`config.mk`:
```
export PLATFORM = sky130hd
export DESIGN_NAME = divide_signed_seq_flat
export DESIGN_NICKNAME = d
export VERILOG_FILES = /design/src/rtl/divide_signed_seq_pkg.sv /design/src/rtl/divide_signed_seq_if.sv /design/src/rtl/divide_signed_seq_abs_split.sv /design/src/rtl/divide_signed_seq.sv /design/src/flat_wrapper.sv
export SDC_FILE = /design/constraint.sdc
export NUM_CORES = 1
export LEC_CHECK = 0
export BUFFER_PORTS_ARGS = -buffer_cell sky130_fd_sc_hd__buf_2
export CAP_MARGIN = 20
export CORE_ASPECT_RATIO = 1.5
export CORE_MARGIN = 4
export CORE_UTILIZATION = 60
export CTS_BUF_LIST = sky130_fd_sc_hd__clkbuf_4
export DETAILED_ROUTE_END_ITERATION = 10
export HOLD_SLACK_MARGIN = 0.06
export PLACE_DENSITY = 0.78
export RECOVER_POWER = 25
export SLEW_MARGIN = 5
export SYNTH_ARGS = -nofsm -noshare
export SYNTH_HDL_FRONTEND = slang
export SYNTH_SLANG_ARGS = --single-unit
```
`constraint.sdc`:
```
create_clock -name clk -period 4 [get_ports clk]
set_clock_uncertainty 0.1 [all_clocks]
set_input_delay 0.2 -clock clk [delete_from_list [all_inputs] [get_ports clk]]
set_output_delay 0.2 -clock clk [all_outputs]
set_load 0.01 [all_outputs]
```
`src/rtl/divide_signed_seq_pkg.sv`:
```
// divide_pkg: shared state encoding and saturation helper for the signed divider
package divide_pkg;
  typedef enum logic [1:0] {IDLE, CALC, DONE} div_state_t;
  localparam int MAXW = 64;
  function automatic logic signed [MAXW-1:0] sat_signed(input logic signed [MAXW-1:0] value, input int width, output logic ovf);
    logic signed [MAXW-1:0] hi, lo;
    hi = (64'sd1 <<< (width - 1)) - 64'sd1;
    lo = -hi - 64'sd1;
    ovf = value > hi || value < lo;
    return value > hi ? hi : value < lo ? lo : value;
  endfunction
endpackage

```
`src/rtl/divide_signed_seq_if.sv`:
```
// divide_signed_seq_if: start/busy/valid handshake and operand/result bus of the divider
interface divide_signed_seq_if #(
  parameter int N_BITS_DIVIDEND = 16,
  parameter int N_BITS_DIVISOR  = 8,
  parameter int N_BITS_QUOTIENT = 16
);
  logic start;
  logic [N_BITS_DIVIDEND-1:0] dividend;
  logic [N_BITS_DIVISOR-1:0] divisor;
  logic busy;
  logic valid;
  logic [N_BITS_QUOTIENT-1:0] quotient;
  logic [N_BITS_DIVISOR-1:0] remainder;
  logic dbz;
  logic ovf;
  modport master(output start, dividend, divisor, input busy, valid, quotient, remainder, dbz, ovf);
  modport slave(input start, dividend, divisor, output busy, valid, quotient, remainder, dbz, ovf);
endinterface

```
`src/rtl/divide_signed_seq_abs_split.sv`:
```
// abs_split: two's complement operand into unsigned magnitude and sign (most negative value maps to 2^(W-1))
module abs_split #(
  parameter int W = 8
) (
  input  logic [W-1:0] x,
  output logic [W-1:0] mag,
  output logic         neg
);
  assign neg = x[W-1];
  assign mag = neg ? -x : x;
endmodule

```
`src/rtl/divide_signed_seq.sv`:
```
// divide_signed_seq: iterative signed restoring divider with saturation and divide-by-zero reporting
module divide_signed_seq
  import divide_pkg::*;
#(
  parameter int N_BITS_DIVIDEND = 16,
  parameter int N_BITS_DIVISOR  = 8,
  parameter int N_BITS_QUOTIENT = 16
) (
  input logic clk,
  input logic rst_n,
  divide_signed_seq_if.slave bus
);
  localparam int ND = N_BITS_DIVIDEND;
  localparam int NS = N_BITS_DIVISOR;
  localparam int QW = N_BITS_QUOTIENT;
  localparam int CW = $clog2(ND);
  localparam logic [QW-1:0] QMAX = {1'b0, {(QW-1){1'b1}}};
  localparam logic [QW-1:0] QMIN = {1'b1, {(QW-1){1'b0}}};
  div_state_t state, state_nxt;
  logic [ND-1:0] dvd, a_mag, dvd_step;
  logic [NS-1:0] dmag, b_mag, pr, pr_step, r_nxt;
  logic [NS:0] pr_sh;
  logic [CW-1:0] cnt;
  logic signed [ND:0] q_full;
  logic [QW-1:0] q_sat, q_nxt;
  logic a_neg, b_neg, sign_q, sign_r, accept, dz, last, ge, ld, s_ovf;
  abs_split #(.W(ND)) u_abs_a (.x(bus.dividend), .mag(a_mag), .neg(a_neg));
  abs_split #(.W(NS)) u_abs_b (.x(bus.divisor), .mag(b_mag), .neg(b_neg));
  assign bus.busy  = state == CALC;
  assign bus.valid = state == DONE;
  // state register; reset aborts any operation in flight
  always_ff @(posedge clk or negedge rst_n)
    if (!rst_n) state <= IDLE;
    else state <= state_nxt;
  // next state, one restoring step, and the signed/saturated result to load on entering DONE
  always_comb begin
    accept = bus.start && state != CALC;
    dz = bus.divisor == '0;
    last = state == CALC && cnt == '0;
    pr_sh = {pr, dvd[ND-1]};
    ge = pr_sh >= {1'b0, dmag};
    pr_step = ge ? NS'(pr_sh - {1'b0, dmag}) : pr_sh[NS-1:0];
    dvd_step = {dvd[ND-2:0], ge};
    q_full = sign_q ? -$signed({1'b0, dvd_step}) : $signed({1'b0, dvd_step});
    q_sat = QW'(sat_signed({{(MAXW-ND-1){q_full[ND]}}, q_full}, QW, s_ovf));
    q_nxt = last ? q_sat : a_neg ? QMIN : QMAX;
    r_nxt = last ? (sign_r ? -pr_step : pr_step) : '0;
    ld = last || (accept && dz);
    state_nxt = accept ? (dz ? DONE : CALC) : last ? DONE : state == CALC ? CALC : IDLE;
  end
  // operand capture, shift/subtract iteration (quotient bits fill dvd from the LSB) and result registers
  always_ff @(posedge clk or negedge rst_n)
    if (!rst_n) begin
      dvd <= '0;
      dmag <= '0;
      pr <= '0;
      cnt <= '0;
      sign_q <= 1'b0;
      sign_r <= 1'b0;
      bus.quotient <= '0;
      bus.remainder <= '0;
      bus.dbz <= 1'b0;
      bus.ovf <= 1'b0;
    end else begin
      if (accept) begin
        dvd <= a_mag;
        dmag <= b_mag;
        pr <= '0;
        cnt <= CW'(ND - 1);
        sign_q <= a_neg ^ b_neg;
        sign_r <= a_neg;
      end else if (state == CALC) begin
        dvd <= dvd_step;
        pr <= pr_step;
        cnt <= cnt - 1'b1;
      end
      if (ld) begin
        bus.quotient <= q_nxt;
        bus.remainder <= r_nxt;
        bus.dbz <= !last;
        bus.ovf <= last && s_ovf;
      end
    end
endmodule

```
`src/flat_wrapper.sv`:
```
// flat-port wrapper written by rule: the top's interface ports become plain ports
module divide_signed_seq_flat import divide_pkg::*;
#(
  parameter int N_BITS_DIVIDEND = 16,
  parameter int N_BITS_DIVISOR  = 8,
  parameter int N_BITS_QUOTIENT = 16
)
  (clk, rst_n, bus_start, bus_dividend, bus_divisor, bus_busy, bus_valid, bus_quotient, bus_remainder, bus_dbz, bus_ovf);
  divide_signed_seq_if #(.N_BITS_DIVIDEND(N_BITS_DIVIDEND), .N_BITS_DIVISOR(N_BITS_DIVISOR), .N_BITS_QUOTIENT(N_BITS_QUOTIENT)) bus_i ();
  input logic clk;
  input logic rst_n;
  input wire logic [$bits(bus_i.start)-1:0] bus_start;
  input wire logic [$bits(bus_i.dividend)-1:0] bus_dividend;
  input wire logic [$bits(bus_i.divisor)-1:0] bus_divisor;
  output wire logic [$bits(bus_i.busy)-1:0] bus_busy;
  output wire logic [$bits(bus_i.valid)-1:0] bus_valid;
  output wire logic [$bits(bus_i.quotient)-1:0] bus_quotient;
  output wire logic [$bits(bus_i.remainder)-1:0] bus_remainder;
  output wire logic [$bits(bus_i.dbz)-1:0] bus_dbz;
  output wire logic [$bits(bus_i.ovf)-1:0] bus_ovf;
  assign bus_i.start = bus_start;
  assign bus_i.dividend = bus_dividend;
  assign bus_i.divisor = bus_divisor;
  assign bus_busy = bus_i.busy;
  assign bus_valid = bus_i.valid;
  assign bus_quotient = bus_i.quotient;
  assign bus_remainder = bus_i.remainder;
  assign bus_dbz = bus_i.dbz;
  assign bus_ovf = bus_i.ovf;
  divide_signed_seq #(.N_BITS_DIVIDEND(N_BITS_DIVIDEND), .N_BITS_DIVISOR(N_BITS_DIVISOR), .N_BITS_QUOTIENT(N_BITS_QUOTIENT)) u_core (.clk(clk), .rst_n(rst_n), .bus(bus_i));
endmodule
```
### Word-level counts from Yosys, hierarchy flattened

Cells that the tools add are included.

* output and inout port bits: 28
* logic and storage cells: 54
* latch bits: 0
* bits of input ports: 27
* memories kept: 0
* ROM bits: 0
* register bits: 66
* memory bits (writable): 0

* multiply operators: 0
* shift operators: 0
* eq/ne operators: 3
* bitwise gates (word level): 1
* reduce and logical (&&, ||, !) cells: 10
* add/sub/neg operators: 6
* divide/modulo/power cells: 0
* multiplexer cells: 20
* $lt $le $gt $ge: 3

Operators with widths (count)
* $mux W16: 7
* $mux W8: 6
* $gt A17 B16 Y1 const B: 1
* $lt A17 B16 Y1 const B: 1
* $mux W17: 1
* $neg A16 Y17: 1
* $neg A16 Y16: 1
* $neg A8 Y8: 2
* $ge A9 B8 Y1: 1
* $logic_not A8 Y1: 1
* $mux W4: 2
* $sub A8 B8 Y8: 1
* $mux W2: 3
* $logic_and A1 B1 Y1: 4
* $logic_not A4 Y1: 1
* $sub A4 B1 Y4 const B: 1
* $eq A2 B1 Y1 const B: 1
* $eq A2 B2 Y1 const B: 1
* $logic_or A1 B1 Y1: 2
* $ne A2 B1 Y1 const B: 1
* $reduce_bool A2 Y1: 1
* $logic_not A1 Y1: 1
* $mux W1: 1
* $xor A1 B1 Y1: 1

### Longest topological paths before layout

Gate-level depths: netlist (run 1).

* depth in word-level cells: 7
* gate-level depth with buffers: 16
* gate-level depth less buffers: 15

### Cells and area by module

A second synthesis (run 1) with hierarchy kept.

* cells, all modules: 493
* area, all modules: 4460.5 µm²

Modules (own cells, without submodules)
* divide_signed_seq: area an instance 3932.5 µm², seq. area each 1651.6 µm², cells an instance 419, times used 1
* abs_split (u_core.u_abs_a): area an instance 374.1 µm², seq. area each 0.0 µm², cells an instance 52, times used 1
* abs_split (u_core.u_abs_b): area an instance 153.9 µm², seq. area each 0.0 µm², cells an instance 22, times used 1

### Worst setup path after synthesis (run 1)

No wires, ideal clock.

* kind: register to register
* start point: register u_core.pr[3]
* end point: register u_core.bus.quotient[10]
* cell stages (with the launch flop): 15
* buffers on the path: 2
* data arrival time: 3.130 ns
* period minus slack after synthesis: 3.313 ns
* library setup time: 0.083 ns
* slack: 0.687 ns
* data required time: 3.817 ns
* cell sequence: dfrtp_1 > ha_1 > a21o_1 > a2111oi_4 > nand2_4 > inv_1 > ha_1 > nand3b_1 > or4_1 > clkbuf_1 > nand2_1 > o41a_1 > nand2_2 > buf_6 > o22ai_1

* word-level cells in the longest chain between the ends: 7
* elaborated cells between the ends (all ways): 8
* classes of those cells: add/sub (1); order compare (3); mux (4)

Ends and longest elaborated chain
* start, declared: RTL line divide_signed_seq.sv:21 `logic [NS-1:0] dmag, b_mag, pr, pr_step, r_nxt;`
* start signal, assigned: RTL line divide_signed_seq.sv:74 `pr <= pr_step;`
* $ge A9 B8 Y1 *: RTL line divide_signed_seq.sv:41 `ge = pr_sh >= {1'b0, dmag};`
* $neg A16 Y17: RTL line divide_signed_seq.sv:44 `q_full = sign_q ? -$signed({1'b0, dvd_step}) : $signed({1'b0, dvd_step});`
* $mux W17 *: RTL line divide_signed_seq.sv:44
* $lt A17 B16 Y1: RTL line divide_signed_seq_pkg.sv:10 `return value > hi ? hi : value < lo ? lo : value;`
* $mux W16: RTL line divide_signed_seq_pkg.sv:10
* $mux W16 *: RTL line divide_signed_seq_pkg.sv:10
* $mux W16 *: RTL line divide_signed_seq.sv:46 `q_nxt = last ? q_sat : a_neg ? QMIN : QMAX;`
* end signal, assigned: RTL line divide_signed_seq.sv:78 `bus.quotient <= q_nxt;`
* end, declared: RTL line divide_signed_seq_if.sv:17 `modport slave(input start, dividend, divisor, output busy, valid, quotient, remainder, dbz, ovf);`

Mark *: on every way between the ends. The rest lies on a longest branch, timed or not.
A chain may end at the register's enable or synchronous reset.

### Worst setup path after layout (run 1)

* start point: register u_core.pr[3]
* end point: register u_core.bus.quotient[14]

The elaborated chain is that of the path after synthesis.

==> results of run 1 <==
-- metal layers --
layer	wire length, microns	share of wire (%)	vias to the layer above
met5	0	0	-
met4	120	1.2	0
met3	493	5.0	9
met2	4780	49	107
met1	4370	45	1773
li1	-	-	1830
-- logic make-up after synthesis --
| logic type | Yosys count | synth area share (%) |
|---|---|---|
| simple gates | 151 | 18.2 |
| compound gates | 150 | 21.3 |
| buf+inv | 50 | 5.53 |
| xor+xnor | 43 | 8.86 |
| mux | 11 | 2.59 |
| flops | 66 | 38.9 |
| fa+ha+maj | 15 | 4.59 |
-- registers in the layout (all words and copies together) (netlist names) --
name	flops
u_core.state	2
u_core.sign_r	1
u_core.dvd	16
u_core.bus.ovf	1
u_core.cnt	4
u_core.bus.quotient	16
u_core.bus.remainder	8
u_core.pr	8
u_core.sign_q	1
u_core.bus.dbz	1
u_core.dmag	8
-- critical path: stages, from the launching register on --
cell       delay [ns]
dfrtp_1          0.47
ha_1             0.39
a21o_1           0.24
a2111oi_4        0.51
nand2_4          0.08
inv_1            0.13
ha_1             0.20
nand3b_1         0.11
or4_1            0.55
nor3_2           0.23
a21oi_2          0.19
a21oi_2          0.20
o21ai_0          0.12
o21ai_1          0.09
-- worst paths after layout --
path	endpoint	cells after the start
min in group asynchronous	u_core.bus.quotient[5]	2
hold reg to reg	u_core.dmag[6]	2
setup / recovery	u_core.bus.quotient[14]	13
setup reg to reg	u_core.bus.quotient[14]	13
max in group asynchronous	u_core.dmag[2]	3
hold / removal	u_core.sign_q	3
-- through the flow --
step	power [W]	util, %	cell area, sq um
4_1_cts	0.00406	68.5	4730
3_3_place_gp	0.00361	65.5	4520
5_1_grt	0.00445	68.3	4710
6_report	0.00405	68.3	4710
3_5_place_dp	0.00369	65.5	4520
2_1_floorplan	0.00308	-	4250
-- cell type report --
class	count	area [sq um]	area share [%]
Clock inverter	6	23.8	0.504
Inverter	22	82.6	1.75
Clock buffer	10	75.1	1.59
Timing Repair Buffer	72	420	8.92
Multi-Input combinational cell	370	2360	50.1
Tap cell	78	97.6	2.07
Sequential cell	66	1650	35.0
-- power by group through the flow --
stage / clock network [W] / logic (W) / registers [W]
detailed placement: 0 / 0.00236 / 0.00133
global route: 0.000392 / 0.00268 / 0.00138
CTS: 0.000364 / 0.00238 / 0.00131
finish: 0.000350 / 0.00237 / 0.00133
floorplan: 0 / 0.00181 / 0.00127
global placement: 0 / 0.00229 / 0.00131
-- timing repair --
| item | CTS | global route |
|---|---|---|
| hold buffers | 11 | 0 |
| resized for setup | 0 | 0 |
| endpoints found under the setup margin | 0 | 0 |
| hold endpoints to repair | 41 | 0 |
-- placed cells by master (no fill, tap or decap), types with 5 or more instances in the layout --
cell / n
clkbuf_4: 10
o31ai_1: 6
nor2_1: 29
o21ai_0: 69
ha_1: 14
dlygate4sd3_1: 11
clkbuf_1: 10
xnor2_1: 13
clkinv_1: 6
o22ai_1: 10
inv_1: 21
mux2i_1: 11
or3_1: 12
nand2_1: 54
nand3_1: 11
nand3b_1: 10
dfrtp_1: 66
o21ai_1: 5
xor2_1: 30
a21oi_1: 31
buf_2: 44
buf_4: 7
==> summary.md, run 1 <==
| Metric | Value |
|---|---|
| Core region area | `roughly 6900 sq um` |
| Yosys cell types | `59` |
| Post-synth net total | `528` |
| Biggest area consumer among synthesized cells | `dfrtp_1` |
| Routed Antenna Nets | `0` |
| Wire per inst | `15.7 microns` |
| Cell area after synthesis | `4250 sq um` |
| H-tree depth | `3` |
| EDFF count, synth | `0` |
| Root buf cell | `clkbuf_4` |
| Pleak | `2.06 nW` |
| Largest net degree at the start of global routing | `slightly above 40` |
| Total Negative Setup Slacks | `0 ns` |
| Tmin final | `3.68 ns` |
| Via count | `3,719` |
| Status | `finished, violations left` |
| Largest cells by area after synthesis | `dfrtp_1 (39%), o21ai_0 (8.1%), xor2_1 (6.2%)` |
| Port bufs | `54` |
| Crit Reg-Reg Startpoint | `u_core.pr[3]` |
| Sequential element share of the synthesized area | `38.9%` |
| CTS tree | `done` |
| Unrepaired setup endpoints after global routing | `no` |
| Max Cap Viol | `1` |
| Share of cells above drive strength 1 | `14.1%` |
| WP data arrival | `3.93 ns` |
| Net count, final | `between 500 and 600` |
| CTS sink cnt | `66` |
| DIE HEIGHT | `111 microns` |
| Fin cells | `roughly 620` |
| Vias in the first global route | `3,580` |
| Initial Utilization | `61.6%` |
| Yosys reg bits | `66` |
| DP Cell Count | `between 500 and 600` |
| Cell count after synthesis | `486` |
| Area Overhead vs Synth | `10.9%` |
| Violated checks | `capacitance limit, slew limit` |
| Min-delay src | `bus_divisor[7]` |
| R2r setup slk | `0.32 ns` |
| NetSw | `0.00192 W` |
| Clock transition at path regs | `0.10 ns` |
| Initial antenna violation count | `0` |
| Fillers | `around 570` |
| CP required | `4.25 ns` |
| DIE AREA | `about 8500 sq um` |
| Post-synth top flop | `dfrtp_1` |
| Worst slew margin | `-15.5%` |
| Place WS | `0.401 ns` |
| Final hold slack | `0.0912 ns` |
| Ys Warns | `0` |
| CTS max path bufs | `2` |
| Gr busiest metal | `met2` |
| Setup bufs post-CTS | `0` |
| CTS buffer count | `9` |
| DRC | `0` |
| DR iter-0 viols | `between 200 and 300` |
| Worst-margin pin slew | `1.73 ns` |
| Synth top area share | `38.9%` |
| Max FO, Critical Path | `10` |
| Vias/cell | `5.96` |
| Register share of total power | `32.9%` |
| Grt met2 use | `40.7%` |
| Most frequent cell after synthesis | `o21ai_0` |
| Drt pass-1 iters | `5` |
| GRT Total Usage | `24.2%` |
| GPL Wtd Cong | `0.873` |
| Avg Cell Area, Syn | `~8.7 sq um` |
| GRT met1 Usage | `between 30% and 40%` |
| Die W | `76.7 microns` |
| Comb pwr share | `58.5%` |
| Synth async-reset ratio | `100%` |
| CP Capture Type | `flip-flop` |
| Total internal power | `0.00213 W` |
| Final setup margin | `0.322 ns` |
| Rows | `37` |
| Pwr dens | `858 nW/um^2` |
| Slew Limit Fails | `33` |
| Fmax | `0.272 GHz` |
| Worst hold path class | `primary input to flip-flop` |
| Final period utilization | `between 90% and 100%` |
| Grt total ovfl | `0` |
| Worst skew pair latency | `approximately 0.43 ns` |
| Clk pwr share | `8.7%` |
| Number of diodes | `0` |
| CP startpoint kind | `flip-flop` |
| Final Setup Violations | `0` |
| Max VDD drop | `~0.46 mV` |
| First-pass GRT wire length | `16,700 microns` |
| Switching Share | `47.4%` |
| Routed WL | `a little under 10,000 microns` |
| Met3 Use GR | `4.88%` |
| Synth cell count leaders | `o21ai_0 (69), dfrtp_1 (66), nand2_1 (54)` |
| Final hold vios | `0` |
| Final HPWL DP | `7180 microns` |
| I/O pins | `55` |
| CP startpoint | `u_core.pr[3]` |
| Crit Path Category | `flip-flop to flip-flop` |
(Power assumes the default switching activity.)
==> run 2: changes to the inputs <==
--- a/config.mk
+++ b/config.mk
@@ -13,6 +13,7 @@
 export CTS_BUF_LIST = sky130_fd_sc_hd__clkbuf_4
 export DETAILED_ROUTE_END_ITERATION = 10
 export HOLD_SLACK_MARGIN = 0.06
+export MAX_ROUTING_LAYER = met4
 export PLACE_DENSITY = 0.78
 export RECOVER_POWER = 25
 export SLEW_MARGIN = 5
==> run 2 against run 1 <==
Register-to-register slack hardly changed. Sequential share of layout area stayed put. Sequential power hardly changed. Hold slack better by 0.00053 ns. Non-clock buffer count stayed put. Routed wire length hardly changed. Combinational power hardly changed. Die area stayed put. Via count is 0.32% higher. The run still ends with capacitance limit, slew limit left. Design area stayed put.
==> summary.md, run 2 (same netlist as run 1, synthesis figures left out) <==
| Metric | Value |
|---|---|
| Initial Utilization | `61.6%` |
| Worst slew margin | `-16.2%` |
| Number of diodes | `0` |
| H-tree depth | `3` |
| Final hold vios | `0` |
| Worst hold path class | `primary input to flip-flop` |
| Fmax | `0.273 GHz` |
| Worst-margin pin slew | `1.74 ns` |
| WP data arrival | `3.92 ns` |
| I/O pins | `55` |
| Area Overhead vs Synth | `10.9%` |
| DIE AREA | `~8500 sq um` |
| Routed Antenna Nets | `0` |
| DR iter-0 viols | `278` |
| Total power | `0.00404 W` |
| Initial antenna violation count | `0` |
| CP startpoint kind | `flip-flop` |
| GPL Wtd Cong | `0.888` |
| Core region area | `about 7000 sq um` |
| CP Capture Type | `flip-flop` |
| Rows | `37` |
| Grt total ovfl | `0` |
| Unrepaired setup endpoints after global routing | `no` |
| Pwr dens | `857 nW/um^2` |
| Die W | `76.7 microns` |
| Most common cell after layout, fill and taps aside | `o21ai_0` |
| Routed WL | `9770 microns` |
| Slew Limit Fails | `33` |
| Pleak | `just over 2 nW` |
| Violated checks | `capacitance limit, slew limit` |
| Share of cells above drive strength 1 | `~14%` |
| Final hold slack | `0.0917 ns` |
| Max VDD drop | `0.460 mV` |
| CTS sink cnt | `66` |
| Worst skew pair latency | `0.43 ns` |
| Port bufs | `54` |
| Root buf cell | `clkbuf_4` |
| Vias/cell | `5.98` |
| Final HPWL DP | `7180 microns` |
| Vias in the first global route | `3,574` |
| Top flop regs | `u_core.bus.quotient (16), u_core.dvd (16)` |
| CTS max path bufs | `2` |
| Max Cap Viol | `1` |
| CTS buffer count | `9` |
| Wire per inst | `between 15 and 20 microns` |
| CTS tree | `done` |
| Clock transition at path regs | `~0.10 ns` |
| Via count | `3,731` |
| Crit Path Category | `flip-flop to flip-flop` |
| Largest net degree at the start of global routing | `41` |
| Commonest non-fill, non-tap cells in the layout | `o21ai_0 (69), dfrtp_1 (66), nand2_1 (54), buf_2 (44), a21oi_1 (31)` |
| Final Setup Violations | `0` |
| Final period utilization | `91.7%` |
| Max FO, Critical Path | `10` |
| DRC | `0` |
| Total Negative Setup Slacks | `0 ns` |
| CP required | `4.25 ns` |
| GRT Total Usage | `24.9%` |
| First-pass GRT wire length | `approximately 17,000 microns` |
| Status | `finished, violations left` |
| Drt pass-1 iters | `5` |
| DIE HEIGHT | `around 110 microns` |
| Net count, final | `583` |
| Tmin final | `~3.7 ns` |
-- run 2: cell counts in the layout (fill, tap and decap cells not counted) --
Identical to the previous run, type by type.
-- run 2: final cells by class --
class,instances,area (sq um)
repair buffers,72,420
flip-flops and latches,66,1650
clock buffers,10,75.1
fillers,571,2180
multi-input cells,370,2360
inverters,22,82.6
well taps,78,97.6
clock inverters,6,23.8
-- run 2: power breakdown --
group          internal, W  switching [W]
Sequential        0.000994       0.000336
Clock             0.000124       0.000227
Combinational      0.00101        0.00135
-- run 2: stage by stage --
| step | worst slack [ns] | utilization (%) | instances | area (sq um) |
|---|---|---|---|---|
| 2_1_floorplan | 0.687 | - | 486 | 4250 |
| 3_3_place_gp | 0.562 | 65.5 | 597 | 4520 |
| 3_5_place_dp | 0.401 | 65.5 | 597 | 4520 |
| 4_1_cts | 0.356 | 68.5 | 624 | 4730 |
| 5_1_grt | 0.101 | 68.3 | 624 | 4710 |
| 6_report | 0.333 | 68.3 | 624 | 4710 |
-- run 2: worst paths after layout --
check,depth (start not counted),slack (ns),start,to
min reg2reg,2,0.39,u_core.dmag[6],u_core.dmag[6]
min in group asynchronous,2,0.66,rst_n,u_core.bus.quotient[5]
max in group asynchronous,3,1.87,rst_n,u_core.dmag[6]
max reg2reg,13,0.33,u_core.pr[3],u_core.bus.quotient[14]
min,3,0.09,bus_divisor[7],u_core.sign_q
max,13,0.33,u_core.pr[3],u_core.bus.quotient[14]
-- run 2: timing repair --
action	in CTS	in global routing
hold buffers	11	0
gates resized for setup	0	0
buffers inserted	0	0
hold endpoints to repair	41	0
setup endpoints to repair	0	0
-- run 2: critical path: stages (launching register included) --
cell and delay (ns):
dfrtp_1 0.47, ha_1 0.39, a21o_1 0.24, a2111oi_4 0.51, nand2_4 0.08, inv_1 0.12
ha_1 0.20, nand3b_1 0.11, or4_1 0.55, nor3_2 0.23, a21oi_2 0.19, a21oi_2 0.20
o21ai_0 0.12, o21ai_1 0.09
-- run 2: layer usage --
layer / GRT usage [%] / part of all wire, % / wire length (microns)
met1: 30.3 / 44 / 4350
met2: 40.7 / 49 / 4750
met3: 4.88 / 5.2 / 509
met4: 9.19 / 1.7 / 167
met5: - / 0 / 0
==> run 3: changes to the inputs <==
--- a/config.mk
+++ b/config.mk
@@ -15,7 +15,6 @@
 export HOLD_SLACK_MARGIN = 0.06
 export MAX_ROUTING_LAYER = met4
 export PLACE_DENSITY = 0.78
-export RECOVER_POWER = 25
 export SLEW_MARGIN = 5
 export SYNTH_ARGS = -nofsm -noshare
 export SYNTH_HDL_FRONTEND = slang
==> run 3 against run 2 <==
The flow now finishes without violations. Via count down 0.78%. Setup slack worse by 0.0017 ns. Maximum frequency about the same. Die area unchanged. Final cell count unchanged. Clock-buffer cell count unchanged. Global-route usage unchanged. Non-clock buffer count unchanged. Register-to-register slack about the same. Combinational power about the same. Clock power about the same. Flip-flop and latch count unchanged. Critical path type unchanged.
==> summary.md, run 3 (same netlist as run 1, synthesis figures left out) <==
| Metric | Value |
|---|---|
| Hold Path Depth | `3` |
| R2r setup slk | `~0.33 ns` |
| Final instance area | `4730 sq um` |
| CTS buffer count | `9` |
| Root buf cell | `clkbuf_4` |
| Largest net degree at the start of global routing | `41` |
| DIE AREA | `between 8000 and 9000 sq um` |
| Number of diodes | `0` |
| Top flop regs | `u_core.bus.quotient (16), u_core.dvd (16)` |
| Commonest non-fill, non-tap cells in the layout | `o21ai_0 (69), dfrtp_1 (66), nand2_1 (54), buf_2 (54), a21oi_1 (31)` |
| CP max stage delay | `0.55 ns` |
| Final setup margin | `0.331 ns` |
| Total Negative Setup Slacks | `0 ns` |
| Slowest cell on crit path | `or4_1` |
| CP Capture Type | `flip-flop` |
| Net count, final | `583` |
| Register share of total power | `32.7%` |
| Via count | `3,702` |
| CTS resizes | `0` |
| NetSw | `0.00191 W` |
| GPL Wtd Cong | `approximately 0.9` |
| Initial Utilization | `61.6%` |
| Routed Antenna Nets | `0` |
| Setup bufs post-CTS | `0` |
| CTS sink cnt | `66` |
| Total power | `0.00405 W` |
| H-tree depth | `3` |
| CP required | `approximately 4.3 ns` |
| Worst hold path class | `primary input to flip-flop` |
| CP startpoint kind | `flip-flop` |
| Vias/cell | `5.93` |
| Cell Chain, Critical Path | `ha_1 -> a21o_1 -> a2111oi_4 -> nand2_4 -> inv_1 -> ha_1 -> nand3b_1 -> or4_1 -> nor3_2 -> a21oi_2 -> a21oi_2 -> o21ai_0 -> o21ai_1` |
| Area Overhead vs Synth | `11.2%` |
| First-pass GRT wire length | `16,700 microns` |
| Core region area | `6900 sq um` |
| Grt met2 use | `40.7%` |
| Clock transition at path regs | `0.10 ns` |
| Crit. path cell count | `13` |
| Hold Buf Count CTS | `11` |
| DRC | `0` |
| Final HPWL DP | `roughly 7200 microns` |
| Max FO, Critical Path | `10` |
| I/O pins | `55` |
| Worst-margin pin slew | `1.05 ns` |
| Buf/Inv on CP | `1` |
| Max VDD drop | `0.461 mV` |
| Fmax | `around 0.27 GHz` |
| Met3 Use GR | `4.88%` |
| Comb pwr share | `58.6%` |
| Unrepaired setup endpoints after global routing | `no` |
| Initial antenna violation count | `0` |
| CTS tree | `done` |
| CTS max path bufs | `2` |
| Worst skew pair latency | `about 0.42 ns` |
| Final Setup Violations | `0` |
| Switching Share | `47.2%` |
| Dpl cell area | `4520 sq um` |
| Routed WL | `9710 microns` |
| Crit Path Category | `flip-flop to flip-flop` |
| Clk pwr share | `8.6%` |
| Rows | `37` |
| Pleak | `roughly 2.1 nW` |
| GRT met1 Usage | `30.3%` |
| Gr busiest metal | `met2` |
| Wire per inst | `15.6 microns` |
| Vias in the first global route | `approximately 3,600` |
| Tmin final | `about 3.7 ns` |
| Slew Limit Fails | `0` |
| Max Cap Viol | `0` |
| Worst r2r path cells | `13` |
| DIE HEIGHT | `between 100 and 150 microns` |
| Final core occ | `68.5%` |
| Port bufs | `54` |
| Drt pass-1 iters | `5` |
| Status | `finished clean` |
| Most common cell after layout, fill and taps aside | `o21ai_0` |
| GRT Total Usage | `24.9%` |
| CP delay by family, top | `compound AO/OA/AOI/OAI gates` |
| Die W | `about 77 microns` |
| Pwr dens | `856 nW/um^2` |
| DR iter-0 viols | `286` |
| Total internal power | `0.00214 W` |
| Place WS | `between 0.4 and 0.5 ns` |
| WP data arrival | `roughly 3.9 ns` |
| Share of cells above drive strength 1 | `between 10% and 20%` |
| Grt total ovfl | `0` |
| Worst slew margin | `28.4%` |
| Final hold vios | `0` |
| Final period utilization | `91.7%` |
-- run 3: stage by stage --
step                      hold slack, ns  instances
final                             0.0936        624
after global routing               0.122        624
after CTS                         0.0642        624
after detailed placement           0.189        597
after global placement             0.185        597
after floorplan                   -0.196        486
-- run 3: worst reg2reg max path, stage by stage, from the launching register on --
cell       delay, ns
dfrtp_1         0.47
ha_1            0.39
a21o_1          0.24
a2111oi_4       0.52
nand2_4         0.08
inv_1           0.12
ha_1            0.20
nand3b_1        0.11
or4_1           0.55
nor3_2          0.23
a21oi_2         0.19
a21oi_2         0.20
o21ai_0         0.12
o21ai_1         0.08
-- run 3: layout make-up --
cell class	count	area, sq um
inverter	22	82.6
sequential	66	1650
fill	566	2170
clock buffer	10	75.1
clock inverter	6	23.8
tap	78	97.6
timing repair buffer	72	433
multi-input combinational	370	2360
-- run 3: power by group through the flow --
stage                     Clock (W)  Combinational [W]  Sequential [W]
after detailed placement          0            0.00236         0.00133
after floorplan                   0            0.00181         0.00127
after global placement            0            0.00229         0.00131
after CTS                  0.000364            0.00238         0.00131
final                      0.000349            0.00237         0.00133
after global routing       0.000393            0.00269         0.00138
-- run 3: layer usage --
layer	wire length (microns)	share of wire, %	vias to the layer above
met2	4700	48	105
met3	542	5.6	17
met4	161	1.7	0
li1	-	-	1837
met1	4300	44	1743
met5	0	0	-
-- run 3: path summary, 6_finish.rpt --
path                                start                       to
max in group asynchronous           rst_n           u_core.dmag[6]
min reg2reg                u_core.dmag[6]           u_core.dmag[6]
min in group asynchronous           rst_n   u_core.bus.quotient[5]
max                          u_core.pr[3]  u_core.bus.quotient[14]
max reg2reg                  u_core.pr[3]  u_core.bus.quotient[14]
min                        bus_divisor[7]            u_core.sign_q
